### config.mk
export PLATFORM = sky130hd
export DESIGN_NAME = qam_rect_demod
export DESIGN_NICKNAME = d
export VERILOG_FILES = /design/src/rtl/qam_pkg.sv /design/src/rtl/qam_slicer.sv /design/src/rtl/qam_rect_demod.sv
export SDC_FILE = /design/constraint.sdc
export NUM_CORES = 2
export LEC_CHECK = 0
export CORE_UTILIZATION = 37
export CTS_BUF_LIST = sky130_fd_sc_hd__clkbuf_8
export DETAILED_ROUTE_END_ITERATION = 8
export PLACE_DENSITY_LB_ADDON = 0.15
export SYNTH_ARGS = -nofsm -noshare
export SYNTH_HDL_FRONTEND = slang
export SYNTH_SLANG_ARGS = --single-unit
### constraint.sdc
create_clock -name clk -period 8.8 [get_ports clk]
set_input_delay 1.76 -clock clk [delete_from_list [all_inputs] [get_ports clk]]
set_output_delay 1.76 -clock clk [all_outputs]
set_load 0.01 [all_outputs]
### src/rtl/qam_pkg.sv
// Shared types and helpers for the rectangular-pulse QAM demodulator.
package qam_pkg;

   localparam int SAMPLE_W = 16;
   localparam int BITS_W   = 6;

   typedef enum logic [1:0] {
      SYB_BPSK  = 2'd0,
      SYB_QPSK  = 2'd1,
      SYB_16QAM = 2'd2,
      SYB_64QAM = 2'd3
   } syb_e;

   typedef enum logic {
      SER_IDLE  = 1'b0,
      SER_SHIFT = 1'b1
   } ser_state_e;

   // Decision bits carried on each axis.
   function automatic logic [2:0] bits_per_axis(input syb_e syb);
      case (syb)
         SYB_16QAM: return 3'd2;
         SYB_64QAM: return 3'd3;
         default:   return 3'd1;
      endcase
   endfunction

   // Total hard bits per symbol (BPSK uses the I axis only).
   function automatic logic [2:0] bits_per_sym(input syb_e syb);
      case (syb)
         SYB_BPSK:  return 3'd1;
         SYB_QPSK:  return 3'd2;
         SYB_16QAM: return 3'd4;
         default:   return 3'd6;
      endcase
   endfunction

   // Clamp a wide signed value into the 16-bit signed range.
   function automatic logic signed [15:0] sat16(input logic signed [31:0] v);
      if (v > 32'sd32767)
         return 16'sh7fff;
      else if (v < -32'sd32768)
         return 16'sh8000;
      else
         return v[15:0];
   endfunction

endpackage

### src/rtl/qam_slicer.sv
// Single-axis hard decision: maps a Q1.15 soft value onto one of 2**n
// offset-binary levels, clamping anything beyond the outer points.
module qam_slicer
   import qam_pkg::*;
(
   input  logic signed [15:0] v,
   input  logic        [2:0]  n,
   output logic        [2:0]  idx
);

   logic signed [17:0] v_ext;
   logic signed [17:0] shifted;
   logic signed [17:0] biased;
   logic signed [17:0] top;

   assign v_ext = {{2{v[15]}}, v};

   // Scale to the level grid, re-centre, then clamp to [0, 2**n-1].
   always_comb begin
      // NOTE: every output gets a default first so no latch is inferred.
      idx     = '0;
      shifted = v_ext >>> (4'd15 - {1'b0, n});
      biased  = shifted + $signed(18'd1 << (n - 3'd1));
      top     = $signed((18'd1 << n) - 18'd1);
      if (biased < 18'sd0)
         idx = '0;
      else if (biased > top)
         idx = top[2:0];
      else
         idx = biased[2:0];
   end

endmodule

### src/rtl/qam_rect_demod.sv
// Coherent IQ integrate-and-dump receiver for rect-shaped BPSK/QPSK/QAM.
// Mixes with an external LO, integrates each symbol, slices to hard bits and
// re-serialises them as a data_out/data_clk pair.
module qam_rect_demod
   import qam_pkg::*;
#(
   parameter int SPS_LOG2 = 4,
   parameter int BIT_DIV  = 4
) (
   input  logic               clk,
   input  logic               rst,
   input  logic signed [15:0] din,
   input  logic signed [15:0] lo_i,
   input  logic signed [15:0] lo_q,
   input  logic               sym_stb,
   input  logic        [1:0]  syb,
   output logic signed [15:0] sym_i,
   output logic signed [15:0] sym_q,
   output logic        [5:0]  sym_bits,
   output logic               sym_valid,
   output logic               len_err,
   output logic               sat,
   output logic               overrun,
   output logic               data_out,
   output logic               data_clk
);

   localparam int ACC_W = SAMPLE_W + SPS_LOG2 + 1;
   localparam int CNT_W = SPS_LOG2 + 2;
   localparam int DIV_W = $clog2(BIT_DIV);
   localparam logic [CNT_W-1:0] SYM_LEN  = CNT_W'(2 ** SPS_LOG2);
   localparam logic [DIV_W-1:0] DIV_LAST = DIV_W'(BIT_DIV - 1);
   localparam logic [DIV_W-1:0] DIV_MID  = DIV_W'(BIT_DIV / 2);

   // Stage 1 state
   logic signed [16:0]      mi, mq;
   logic                    stb_d;
   syb_e                    syb_d;

   // Stage 2 state
   logic signed [ACC_W-1:0] acc_i, acc_q, hold_i, hold_q;
   logic        [CNT_W-1:0] cnt;
   logic                    first_sym;
   logic                    dump;
   logic                    dump_len_err;
   syb_e                    syb_prev, dump_syb;

   // Stage 3 combinational path
   logic signed [ACC_W-1:0] scaled_i, scaled_q;
   logic signed [15:0]      lim_i, lim_q;
   logic                    sat_now;
   logic        [2:0]       n_axis, idx_i, idx_q;
   logic        [5:0]       bits_now;
   syb_e                    sym_syb;

   // Serialiser state
   ser_state_e              state;
   logic        [4:0]       shreg;
   logic        [2:0]       bits_left;
   logic        [DIV_W-1:0] div;
   logic        [2:0]       sym_n;
   logic        [5:0]       load_word;
   logic                    last_tick;

   // Mix with the LO; strobe and format follow the product pipeline.
   always_ff @(posedge clk or posedge rst) begin
      if (rst) begin
         // NOTE: sequential state uses non-blocking assignments only.
         mi    <= '0;
         mq    <= '0;
         stb_d <= 1'b0;
         syb_d <= SYB_BPSK;
      end else begin
         mi    <= 17'((32'(din) * 32'(lo_i)) >>> 15);
         mq    <= 17'((32'(din) * 32'(lo_q)) >>> 15);
         stb_d <= sym_stb;
         syb_d <= syb_e'(syb);
      end
   end

   // Integrate-and-dump; syb_prev is the format of the symbol's last sample.
   always_ff @(posedge clk or posedge rst) begin
      if (rst) begin
         acc_i        <= '0;
         acc_q        <= '0;
         hold_i       <= '0;
         hold_q       <= '0;
         cnt          <= '0;
         first_sym    <= 1'b1;
         dump         <= 1'b0;
         dump_len_err <= 1'b0;
         syb_prev     <= SYB_BPSK;
         dump_syb     <= SYB_BPSK;
      end else begin
         dump     <= 1'b0;
         syb_prev <= syb_d;
         if (stb_d) begin
            acc_i     <= ACC_W'(mi);
            acc_q     <= ACC_W'(mq);
            cnt       <= CNT_W'(1);
            first_sym <= 1'b0;
            // The very first strobe closes a partial, meaningless symbol.
            if (!first_sym) begin
               hold_i       <= acc_i;
               hold_q       <= acc_q;
               dump         <= 1'b1;
               dump_len_err <= (cnt != SYM_LEN);
               dump_syb     <= syb_prev;
            end
         end else begin
            acc_i <= acc_i + ACC_W'(mi);
            acc_q <= acc_q + ACC_W'(mq);
            if (cnt != '1)
               cnt <= cnt + CNT_W'(1);
         end
      end
   end

   // Divide by half the symbol length: the x2 restores the cos^2 mixing loss.
   assign scaled_i = hold_i >>> (SPS_LOG2 - 1);
   assign scaled_q = hold_q >>> (SPS_LOG2 - 1);
   assign lim_i    = sat16(32'(scaled_i));
   assign lim_q    = sat16(32'(scaled_q));
   assign sat_now  = (32'(scaled_i) != 32'(lim_i)) || (32'(scaled_q) != 32'(lim_q));
   assign n_axis   = bits_per_axis(dump_syb);

   qam_slicer u_slice_i (.v(lim_i), .n(n_axis), .idx(idx_i));
   qam_slicer u_slice_q (.v(lim_q), .n(n_axis), .idx(idx_q));

   // Pack the axis decisions right-aligned; BPSK carries I only.
   always_comb begin
      bits_now = '0;
      case (dump_syb)
         SYB_BPSK:  bits_now = {5'b0, idx_i[0]};
         SYB_QPSK:  bits_now = {4'b0, idx_i[0], idx_q[0]};
         SYB_16QAM: bits_now = {2'b0, idx_i[1:0], idx_q[1:0]};
         default:   bits_now = {idx_i, idx_q};
      endcase
   end

   // Register the symbol result; flags are single-cycle companions of sym_valid.
   always_ff @(posedge clk or posedge rst) begin
      if (rst) begin
         sym_i     <= '0;
         sym_q     <= '0;
         sym_bits  <= '0;
         sym_valid <= 1'b0;
         len_err   <= 1'b0;
         sat       <= 1'b0;
         sym_syb   <= SYB_BPSK;
      end else begin
         sym_valid <= dump;
         len_err   <= dump & dump_len_err;
         sat       <= dump & sat_now;
         if (dump) begin
            sym_i    <= lim_i;
            sym_q    <= lim_q;
            sym_bits <= bits_now;
            sym_syb  <= dump_syb;
         end
      end
   end

   assign sym_n     = bits_per_sym(sym_syb);
   assign load_word = sym_bits << (3'd6 - sym_n);
   // On the final clock of the last bit the serialiser is effectively free.
   assign last_tick = (state == SER_SHIFT) && (bits_left == 3'd1) && (div == DIV_LAST);

   // Serialiser: MSB first, BIT_DIV clocks per bit, data_clk mid-bit.
   always_ff @(posedge clk or posedge rst) begin
      if (rst) begin
         state     <= SER_IDLE;
         shreg     <= '0;
         bits_left <= '0;
         div       <= '0;
         data_out  <= 1'b0;
         data_clk  <= 1'b0;
         overrun   <= 1'b0;
      end else begin
         data_clk <= 1'b0;
         if (sym_valid) begin
            if ((state == SER_SHIFT) && !last_tick)
               overrun <= 1'b1;
            state     <= SER_SHIFT;
            data_out  <= load_word[5];
            shreg     <= load_word[4:0];
            bits_left <= sym_n;
            div       <= '0;
         end else if (state == SER_SHIFT) begin
            if (div == DIV_LAST) begin
               div <= '0;
               if (bits_left == 3'd1) begin
                  state    <= SER_IDLE;
                  data_out <= 1'b0;
               end else begin
                  data_out  <= shreg[4];
                  shreg     <= {shreg[3:0], 1'b0};
                  bits_left <= bits_left - 3'd1;
               end
            end else begin
               div      <= div + DIV_W'(1);
               data_clk <= ((div + DIV_W'(1)) == DIV_MID);
            end
         end
      end
   end

endmodule

==> metrics <==
status completed; P&R area growth vs syn 9.83%; GP Congestion 0.862; vias in the first global route 22,300; Post-route DRC 0; most used cell, CP fa_1; Tightest Pin Transition 1130 ps; required time worst endpoint 9270 ps; max cap viols 0; Post-DP Area 0.0314 mm²; Worst setup EP type register; DRT Wirelength 71,000 µm; Final Hold Fails 0; Max stage delay on crit path 800 ps; synth cell count leaders inv_1, fa_1, nand2_1, ha_1, and2_1; met1 WL 33,200 µm; CTS tree built; DR WL met3 2800 µm; worst clock skew 20.4 ps; I/O Buffers 96; crit path launch type input port; DIE HEIGHT 282 µm; fmax 0.127 GHz; CTS clk-pin slew, worst paths 100 ps; CTS Buf Count 17; CTS root buf clkbuf_8; drt wl/cell 17.0 µm; top routing layer used met4; placed insts 4,153; RSZ-0062 raised after global routing false; Syn. warnings 0; # resized after CTS 0; GRT Util Overall 0.191; DP Wirelength 59,100 µm; Final Max Slew Viols 0; Seq/Total Area, Yosys 0.160; Avg Inst Size Synth 9.49 µm²; fin crit period 7900 ps; global-route wire length before repair 119,000 µm; Initial Util 0.374; H-tree depth 4; Main synth FF type dfrtp_1; post-route insts no fill 4,188; Clock Latency Late Sink 550 ps; TritonRoute pass-1 iters 5; die width 282 µm; #FFs+latches synth 185; Yosys top cell area share 0.364; CP Max Fanout 11; cell count after synthesis 3,047; Syn Std Cell Area 0.0289 mm²; worst rel slew slack 0.241; area leader, netlist fa_1; slowest CP cell clkdlybuf4s50_1; Die ar. 0.0793 mm²; pin count of the biggest net entering global routing 113; DR vias 20,500; critical path class input port to register; total setup buffers inserted after CTS 0; Area contributors post-synth fa_1, dfrtp_1, ha_1; boundary pin count 97; Starting DRT DRC Count 971; Cell variety after synth 72; Clock Path Buffers 2; # clock sinks 185; Arrival @ worst endpoint 8370 ps; Core Area 0.0773 mm²; final worst path period share 0.898; aggregate global routing overflow 0; routed length on met2 34,000 µm; fraction of layout cells with a size suffix above 1 0.0531; final instance area 0.0318 mm²; row count 102; Post-CTS Hold Buffers 0; final antenna-violating net count 0; initial antenna violation count 1; fin nets 3,967; Hold Crit Class register to register; ys async rst share 1.00; EDFF count, synth 0; Setup TNS Final 0 ps; final setup violating endpoints 0; via density per instance 4.89; most common cell in the netlist inv_1
-- layer usage --
metal / global-route usage / up-vias
met5: 0 / -
met3: 0.0209 / 52
li1: - / 9512
met1: 0.270 / 10500
met2: 0.315 / 407
met4: 0.0387 / 0
-- layout make-up --
| class | instances | area, µm² |
|---|---|---|
| fill | 7696 | 45600 |
| sequential | 185 | 4630 |
| inverter | 638 | 2400 |
| multi-input combinational | 2125 | 21500 |
| timing repair buffer | 165 | 1530 |
| clock inverter | 14 | 116 |
| tap | 1040 | 1300 |
| antenna | 3 | 7.51 |
| clock buffer | 18 | 248 |
-- kinds of logic after synthesis --
kind of cell    count (synthesis)  synth area share
mux                            56            0.0216
buf+inv                       766            0.0996
flops                         185             0.160
xor+xnor                       96            0.0291
other cells                     1          0.000130
simple gates                  809             0.136
compound gates                352            0.0791
fa+ha+maj                     782             0.475
-- registers in the layout, indices dropped and copies added, names as in the netlist, 16 cells and up --
name    flops
mi         17
acc_i      21
mq         17
sym_q      16
hold_q     18
hold_i     18
sym_i      16
acc_q      21
-- worst paths after layout --
| check | startpoint | depth (start not counted) | slack (ps) | to |
|---|---|---|---|---|
| max in group asynchronous | rst | 3 | 5600 | acc_i[1] |
| min in group asynchronous | rst | 2 | 1730 | cnt[1] |
| worst max-delay path | lo_q[2] | 25 | 900 | mq[16] |
| worst max register to register | dump_syb[1] | 21 | 3600 | sym_bits[1] |
| worst min-delay path | syb_d[0] | 0 | 370 | syb_prev[0] |
| worst min register to register | syb_d[0] | 0 | 370 | syb_prev[0] |
-- cells in the final DEF (no fill, tap or decap), drive strengths merged, types with 47 or more instances in the layout --
master / Yosys / routed
a21oi: 59 / 59
and2: 199 / 199
buf: 9 / 69
clkdlybuf4s50: 0 / 96
dfrtp: 184 / 184
fa: 526 / 526
ha: 256 / 256
inv: 637 / 645
nand2: 378 / 378
nand2b: 47 / 47
nor2: 70 / 70
o21ai: 124 / 124
xnor2: 58 / 58
-- critical path: cells and delay by family --
kind / cells / cell delay (ps)
AOI/OAI and AO/OA: 7 / 1430
xor gates and xnor gates: 1 / 140
adders and majority gates: 7 / 3310
buffers and inverters: 8 / 1500
and+or+nand+nor: 2 / 250
-- metrics by stage --
| step | util | setup WS, ps | hold slack, ps |
|---|---|---|---|
| finish | 0.411 | 898 | 366 |
| global route | 0.411 | 609 | 379 |
| CTS | 0.411 | 1020 | 374 |
| detailed placement | 0.406 | 376 | 338 |
| global placement | 0.406 | 476 | 349 |
| floorplan | - | 1380 | 331 |
Power is left out: the tool's default activity adds up to more than one toggle a clock period on the data nets, which glitch-free logic cannot reach.
